<file path="config.mk">
export PLATFORM = sky130hd
export DESIGN_NAME = imm_decode_stage
export DESIGN_NICKNAME = d
export VERILOG_FILES = /design/src/rtl/imm_decode_stage.sv
export SDC_FILE = /design/constraint.sdc
export NUM_CORES = 1
export LEC_CHECK = 0
export ABC_AREA = 1
export BUFFER_PORTS_ARGS = -buffer_cell sky130_fd_sc_hd__buf_2
export CAP_MARGIN = 10
export CORE_MARGIN = 2
export CORE_UTILIZATION = 52
export CTS_BUF_LIST = sky130_fd_sc_hd__clkbuf_4
export CTS_CLUSTER_DIAMETER = 100
export DETAILED_ROUTE_END_ITERATION = 7
export MAX_ROUTING_LAYER = met4
export PLACE_DENSITY_LB_ADDON = 0.25
export SYNTH_ARGS = -nofsm -noshare
export SYNTH_HDL_FRONTEND = slang
export SYNTH_SLANG_ARGS = --single-unit
</file>
<file path="constraint.sdc">
create_clock -name clk -period 1.9 [get_ports clk]
set_input_delay 0.095 -clock clk [delete_from_list [all_inputs] [get_ports clk]]
set_output_delay 0.095 -clock clk [all_outputs]
set_load 0.005 [all_outputs]
</file>
<file path="src/rtl/imm_decode_stage.sv">
// RISC-V immediate decode stage: extracts and formats the immediate, registers it with the beat.
// Latency 1 cycle; registered output slot plus one skid slot, in_ready registered as !skid_full.
module imm_decode_stage #(
   parameter int XLEN     = 32,
   parameter bit ZICSR_EN = 1'b1
) (
   input  logic            clk,
   input  logic            rst_n,
   input  logic            in_valid,
   output logic            in_ready,
   input  logic [31:0]     in_instr,
   output logic            out_valid,
   input  logic            out_ready,
   output logic [31:0]     out_instr,
   output logic [XLEN-1:0] out_imm,
   output logic [2:0]      out_fmt,
   output logic            out_illegal
);

   typedef enum logic [2:0] {
      FMT_NONE  = 3'd0,
      FMT_I     = 3'd1,
      FMT_S     = 3'd2,
      FMT_B     = 3'd3,
      FMT_U     = 3'd4,
      FMT_J     = 3'd5,
      FMT_SHAMT = 3'd6,
      FMT_CSR   = 3'd7
   } fmt_e;

   logic [XLEN-1:0] dec_imm;
   fmt_e            dec_fmt;
   logic            dec_illegal;

   logic [6:0] opcode;
   logic [2:0] funct3;

   assign opcode = in_instr[6:0];
   assign funct3 = in_instr[14:12];

   // Size casts of signed slices give the sign extension; unsigned slices zero-extend.
   always_comb begin
      dec_imm     = '0;
      dec_fmt     = FMT_NONE;
      dec_illegal = 1'b0;
      case (opcode)
         7'b0000011, 7'b1100111: begin
            dec_fmt = FMT_I;
            dec_imm = XLEN'($signed(in_instr[31:20]));
         end
         7'b0010011: begin
            if (funct3 == 3'b001 || funct3 == 3'b101) begin
               dec_fmt = FMT_SHAMT;
               if (XLEN == 64) begin
                  dec_imm = XLEN'(in_instr[25:20]);
               end else begin
                  dec_imm     = XLEN'(in_instr[24:20]);
                  dec_illegal = in_instr[25];
               end
            end else begin
               dec_fmt = FMT_I;
               dec_imm = XLEN'($signed(in_instr[31:20]));
            end
         end
         7'b0100011: begin
            dec_fmt = FMT_S;
            dec_imm = XLEN'($signed({in_instr[31:25], in_instr[11:7]}));
         end
         7'b1100011: begin
            dec_fmt = FMT_B;
            dec_imm = XLEN'($signed({in_instr[31], in_instr[7], in_instr[30:25],
                                     in_instr[11:8], 1'b0}));
         end
         7'b0110111, 7'b0010111: begin
            dec_fmt = FMT_U;
            dec_imm = XLEN'($signed({in_instr[31:12], 12'b0}));
         end
         7'b1101111: begin
            dec_fmt = FMT_J;
            dec_imm = XLEN'($signed({in_instr[31], in_instr[19:12], in_instr[20],
                                     in_instr[30:21], 1'b0}));
         end
         7'b1110011: begin
            // Only the CSR immediate forms (funct3 101/110/111) carry an immediate.
            if (ZICSR_EN && funct3[2] && (funct3[1:0] != 2'b00)) begin
               dec_fmt = FMT_CSR;
               dec_imm = XLEN'(in_instr[19:15]);
            end
         end
         7'b0110011, 7'b0001111: begin
            dec_fmt = FMT_NONE;
         end
         default: begin
            dec_illegal = 1'b1;
         end
      endcase
   end

   logic            skid_full;
   logic            skid_full_nxt;
   logic [31:0]     skid_instr;
   logic [XLEN-1:0] skid_imm;
   fmt_e            skid_fmt;
   logic            skid_illegal;

   logic accept;
   logic load_out;

   assign accept   = in_valid && in_ready;
   assign load_out = !out_valid || out_ready;

   always_comb begin
      skid_full_nxt = skid_full;
      if (load_out) begin
         skid_full_nxt = 1'b0;
      end else if (accept) begin
         skid_full_nxt = 1'b1;
      end
   end

   always_ff @(posedge clk) begin
      if (!rst_n) begin
         out_valid    <= 1'b0;
         out_instr    <= '0;
         out_imm      <= '0;
         out_fmt      <= FMT_NONE;
         out_illegal  <= 1'b0;
         skid_full    <= 1'b0;
         skid_instr   <= '0;
         skid_imm     <= '0;
         skid_fmt     <= FMT_NONE;
         skid_illegal <= 1'b0;
         in_ready     <= 1'b1;
      end else begin
         if (load_out) begin
            // A full skid slot implies in_ready was low, so no new beat competes with it.
            if (skid_full) begin
               out_valid   <= 1'b1;
               out_instr   <= skid_instr;
               out_imm     <= skid_imm;
               out_fmt     <= skid_fmt;
               out_illegal <= skid_illegal;
            end else if (accept) begin
               out_valid   <= 1'b1;
               out_instr   <= in_instr;
               out_imm     <= dec_imm;
               out_fmt     <= dec_fmt;
               out_illegal <= dec_illegal;
            end else begin
               out_valid <= 1'b0;
            end
         end else if (accept) begin
            skid_instr   <= in_instr;
            skid_imm     <= dec_imm;
            skid_fmt     <= dec_fmt;
            skid_illegal <= dec_illegal;
         end
         skid_full <= skid_full_nxt;
         in_ready  <= !skid_full_nxt;
      end
   end

endmodule

</file>
==> run_results.csv, run 1 <==
group,metric,value,unit
sta,post-route-period-util,89.53,%
yosys,avgSynthCellArea,6.880,µm²
setup_path,cp-end-kind,"register",
setup_path,reg2reg_to,"out_imm[12]",
power_and_ir_drop,p_leak,3.908,nW
yosys,synthTopCellsByArea,"dfxtp_1 (41%), o21ai_0 (11%), nand2_1 (10%)",
worst_hold_path,worstHoldStart,"in_instr[0]",
yosys,synth_seq_area_share,41.02,%
finish,drive_gt1_share,18.86,%
place,dp_slack,0.1214,ns
yosys,async_flop_share,0,%
power_and_ir_drop,power_density,721.3,nW/µm²
setup_path,ff2ff_setup_slack,0.35,ns
finish,areaGrowthSynthToFinish,17.58,%
sta,worst_pin_slew,0.4685,ns
drt,drtIter0Drc,600,
sta,finalClockSkew,0.01633,ns
sta,period_minus_slack,1.701,ns
grt,grt_util_all_layers,29.68,%
clocking,clock_latency,0.57,ns
setup_path,crit_type,"in2reg",
finish,fin_util,62.95,%
setup_path,cp_max_fo,15,
floorplan,die_h,118.2,µm
floorplan,num_rows,41,
sta,worst_slack,0.1990,ns
sta,slew_viol_final,0,
drt,wl,20.00,mm
drt,ant_nets,0,
clocking,cts.sinks,139,
drt,via_count,6943,
yosys,dominantRegCellSynth,"dfxtp_1",
place,portBuffers,105,
yosys,synth_cell_types,29,
floorplan,core_area,12670,µm²
place,place_inst,1208,
yosys,synth_top_area_share,41.02,%
clocking,cts_root_buf,"clkbuf_4",
drt,routedWlPerCell,15.67,µm
drt,remaining_drc_errors,0,
grt,grt_pass1_vias,6285,
clocking,cts_buffer_depth,2,
yosys,yosys_warnings,0,
setup_path,r2r_start,"in_ready",
clocking,htree_levels,4,
finish,fin_cells,1276,
worst_hold_path,whs_path_depth,4,
finish,fillers,1180,
yosys,synth_commonest_cells,"nand2_1 (180), o21ai_0 (147), nor2_1 (145)",
power_and_ir_drop,ir_drop,0.5179,mV
yosys,synth.most_common_cell,"nand2_1",
worst_hold_path,holdCritPathClass,"in2reg",
place,place_hpwl,12.73,mm
run,drv_cap,0,
grt,overflow,0,
sta,slew_headroom,68.74,%
yosys,postSynthNetCount,1022,
setup_path,cp_data_arrival_time,2.17,ns
place,globalplace.congestion,0.9452,
setup_path,r2r_cells,9,
clocking,cts_tree,"yes",
worst_hold_path,min_to,"skid_instr[0]",
sta,fmax,0.5879,GHz
setup_path,start_kind,"input port",
yosys,yosys.area.top_type,"dfxtp_1",
clocking,path_clk_slew,0.12,ns
yosys,synthCells,986,
grt,grt_pass1_wl,32.42,mm
clocking,numCtsBuffers,17,
finish,fin_nets,1126,
floorplan,die-width,118.2,µm
yosys,ys_ff_latch,139,
yosys,syn_area,6784,µm²
floorplan,dieArea,13980,µm²
yosys,synth-edff-count,0,
sta,finalHoldViolations,0,
floorplan,start_util,53.54,%
setup_path,crit_required,2.37,ns
grt,grt_start_max_net_pins,93,
clocking,postCtsSetupRepairBufs,0,
drt,drt-vias-per-instance,5.441,
floorplan,pin_count,106,
drt,firstDrtPassIters,5,
sta,setup_violations,0,
sta,fin_tns_setup,0,ns
run_status,outcome,"completed",
sta,rsz0062_at_grt,"false",
grt,antenna_found_initial,1,
stage by stage:
stage          hold slack [ns]  power (mW)  cell area, µm²
2_1_floorplan           0.2299       3.708            6784
3_5_place_dp            0.3658       4.048            7372
5_1_grt                 0.3468       6.016            7976
4_1_cts                 0.2986       5.785            7964
6_report                0.3544       5.754            7976
3_3_place_gp            0.3622       4.038            7372
worst max path at each step:
stage                      from           end  slack, ns  cells after the start
floorplan             out_valid  skid_imm[10]       0.51                      9
global placement    in_instr[3]   out_imm[16]       0.17                     10
detailed placement  in_instr[3]   out_imm[16]       0.12                     10
finish              in_instr[4]  skid_imm[18]       0.20                     11
CTS                 in_instr[3]   out_imm[16]       0.17                     11
global route        in_instr[4]  skid_imm[18]       0.12                     11
metal layers:
metal,track usage [%],routed length (µm),vias to the layer above
met3,5.454,1161,34
li1,-,-,3458
met4,12.42,539,0
met2,46.42,9330,241
met5,-,0,-
met1,37.73,8963,3210
state kept, by name (all words and copies together) (netlist names):
name          flops
in_ready          1
out_fmt           3
out_illegal       1
out_imm          32
out_instr        32
out_valid         1
skid_fmt          3
skid_full         1
skid_illegal      1
skid_imm         32
skid_instr       32
report_power, final:
group | switching, mW | internal (mW)
Sequential | 0.0880 | 3.09
Combinational | 0.526 | 0.345
Clock | 1.06 | 0.638
logic make-up after synthesis:
| family | after synthesis | synth area share (%) |
|---|---|---|
| simple gates | 422 | 27.30 |
| compound gates | 278 | 21.87 |
| flops | 139 | 41.02 |
| buf+inv | 147 | 9.812 |
placed cells by master, fill, tap and decap left out, drive strengths merged, types with 2 or more instances in the layout:
| cell type | Yosys | routed |
|---|---|---|
| a21oi | 94 | 94 |
| a31oi | 32 | 32 |
| buf | 32 | 130 |
| clkbuf | 48 | 18 |
| clkinv | 2 | 13 |
| clkinvlp | 0 | 2 |
| dfxtp | 139 | 139 |
| dlygate4sd3 | 0 | 35 |
| inv | 65 | 65 |
| nand2 | 187 | 187 |
| nand3 | 79 | 79 |
| nor2 | 152 | 152 |
| nor3 | 2 | 2 |
| o21ai | 149 | 149 |
| o21bai | 3 | 3 |
area by class of cell:
cell class	count	area [µm²]	area share (%)
diodes	1	2.502	0.03137
clock buffers	18	135.1	1.694
clock inverters	14	106.4	1.333
inverters	67	256.5	3.216
multi-input cells	700	3351	42.01
flip-flops and latches	139	2784	34.90
well taps	172	215.2	2.698
repair buffers	165	1126	14.12
critical path, cell delays in order:
cell and delay (ns):
dlygate4sd3_1 0.52, buf_2 0.17, inv_2 0.09, nand3_4 0.08
clkinv_4 0.14, nand2_2 0.29, nor2_1 0.07, nor2_1 0.31
nand3_1 0.15, o21ai_0 0.17, inv_1 0.06
repair_timing:
item / 4_1_cts / 5_1_grt
resized for setup: 0 / 2
setup endpoints to repair: 0 / 13
hold buffers: 35 / 0
endpoints found under the hold margin: 70 / 0
(Power assumes the default switching activity.)
==> run 2: changes to the inputs <==
- CORE_MARGIN: 2 -> 4
- CTS_CLUSTER_DIAMETER: 100 -> not set
==> run_results.csv, run 2 (same netlist as run 1, synthesis figures left out) <==
group,metric,value,unit
worst_hold_path,min_to,"skid_instr[0]",
clocking,clock_latency,0.56,ns
run,drv_cap,0,
floorplan,pin_count,106,
drt,drt-vias-per-instance,5.464,
sta,setup_violations,0,
drt,routedWlPerCell,15.93,µm
drt,wl,20.30,mm
drt,ant_nets,0,
sta,hold_slack,0.3391,ns
setup_path,r2r_cells,8,
finish,fin_nets,1125,
finish,regArea,2784,µm²
sta,slew_viol_final,0,
power_and_ir_drop,finalPower,6.302,mW
finish,drive_gt1_share,18.97,%
floorplan,num_rows,41,
setup_path,crit_required,2.40,ns
grt,grt_pass1_wl,33.16,mm
clocking,cts_buffer_depth,2,
finish,fillers,1238,
finish,multiInputGateArea,3346,µm²
power_and_ir_drop,switchingPower,1.692,mW
place,dp_slack,0.1944,ns
sta,finalClockSkew,0.01049,ns
floorplan,core_area,12720,µm²
sta,fin_tns_setup,0,ns
power_and_ir_drop,switching_share,26.86,%
setup_path,crit_type,"in2reg",
clocking,numCtsBuffers,17,
power_and_ir_drop,clockPowerShare,35.7,%
sta,worst_pin_slew,0.4593,ns
setup_path,ff2ff_setup_slack,0.34,ns
setup_path,cp-end-kind,"register",
sta,fmax,0.6026,GHz
worst_hold_path,whs_path_depth,4,
power_and_ir_drop,combPwrFrac,13.8,%
clocking,postCtsSetupRepairBufs,0,
clocking,htree_levels,4,
clocking,cts_tree,"yes",
drt,drtIter0Drc,710,
sta,slew_headroom,69.35,%
run_status,outcome,"completed",
place,place_hpwl,13.13,mm
worst_hold_path,holdCritPathClass,"in2reg",
grt,grt_pass1_vias,6521,
place,globalplace.congestion,0.9328,
sta,finalHoldViolations,0,
power_and_ir_drop,seq_power_share,50.5,%
finish,antenna_cells,0,
floorplan,dieArea,14940,µm²
setup_path,cp_data_arrival_time,2.16,ns
setup_path,reg2reg_to,"skid_imm[24]",
power_and_ir_drop,power_density,783.2,nW/µm²
finish,areaGrowthSynthToFinish,18.61,%
sta,period_minus_slack,1.660,ns
sta,rsz0062_at_grt,"false",
grt,grt_start_max_net_pins,89,
drt,firstDrtPassIters,5,
setup_path,cp_max_fo,14,
floorplan,die-width,122.2,µm
finish,layout_common_cells,"nand2_1 (180), o21ai_0 (147), nor2_1 (145)",
floorplan,start_util,53.32,%
power_and_ir_drop,ir_drop,0.6321,mV
clocking,cts_root_buf,"clkbuf_4",
floorplan,die_h,122.2,µm
power_and_ir_drop,intPower,4.609,mW
sta,post-route-period-util,87.35,%
grt,grt_util_all_layers,28.77,%
worst_hold_path,worstHoldStart,"in_instr[0]",
clocking,path_clk_slew,0.12,ns
grt,overflow,0,
clocking,cts.sinks,139,
power_and_ir_drop,p_leak,3.942,nW
finish,final_common_cell,"nand2_1",
drt,via_count,6961,
grt,antenna_found_initial,0,
setup_path,r2r_start,"out_valid",
sta,worst_slack,0.2404,ns
setup_path,start_kind,"input port",
place,portBuffers,105,
drt,remaining_drc_errors,0,
## run 2: cell type report
type | instances | area share (%)
Timing Repair Buffer | 164 | 13.75
Clock buffer | 18 | 1.679
Sequential cell | 139 | 34.60
Clock inverter | 14 | 2.503
Multi-Input combinational cell | 700 | 41.58
Inverter | 67 | 3.219
Tap cell | 172 | 2.675
## run 2: metrics by stage
step,instances,utilization [%],area (µm²)
2_1_floorplan,986,-,6784
3_3_place_gp,1207,57.79,7352
3_5_place_dp,1207,57.79,7352
4_1_cts,1274,63.19,8039
5_1_grt,1274,63.25,8046
6_report,1274,63.25,8046
## run 2: how the worst max path moves through the flow
stage	depth (start not counted)	from	slack, ns	endpoint
after floorplan	9	out_valid	0.51	skid_imm[10]
after global placement	10	in_instr[4]	0.22	out_imm[29]
after detailed placement	10	in_instr[4]	0.19	out_imm[28]
after CTS	11	in_instr[4]	0.22	out_imm[24]
after global routing	11	in_instr[4]	0.10	skid_imm[13]
final	12	in_instr[3]	0.24	out_imm[7]
## run 2: power groups by stage
| stage | registers (mW) | clock network, mW | logic [mW] |
|---|---|---|---|
| floorplan | 3.24 | 0 | 0.466 |
| global placement | 3.24 | 0 | 0.797 |
| detailed placement | 3.24 | 0 | 0.806 |
| CTS | 3.18 | 2.29 | 0.864 |
| global route | 3.20 | 2.39 | 0.978 |
| finish | 3.18 | 2.25 | 0.869 |
## run 2: critical path, cell delays in order
cell and delay (ns):
dlygate4sd3_1 0.54, buf_2 0.15, inv_1 0.09, nand2_1 0.07
nor2_2 0.15, buf_4 0.24, nand2_1 0.19, o21ai_0 0.27
inv_1 0.08, nand3_2 0.10, nand2_1 0.07, a21oi_1 0.11
## run 2: layer usage
metal | routed length, µm | GRT usage [%]
met1 | 8974 | 36.16
met2 | 9358 | 45.21
met3 | 1192 | 4.608
met4 | 773 | 14.14
met5 | 0 | -
## run 2: timing repair
| action | CTS | global route |
|---|---|---|
| endpoints found under the hold margin | 69 | 0 |
| gates resized for setup | 0 | 3 |
| setup endpoints to repair | 0 | 2 |
| hold buffers | 35 | 0 |
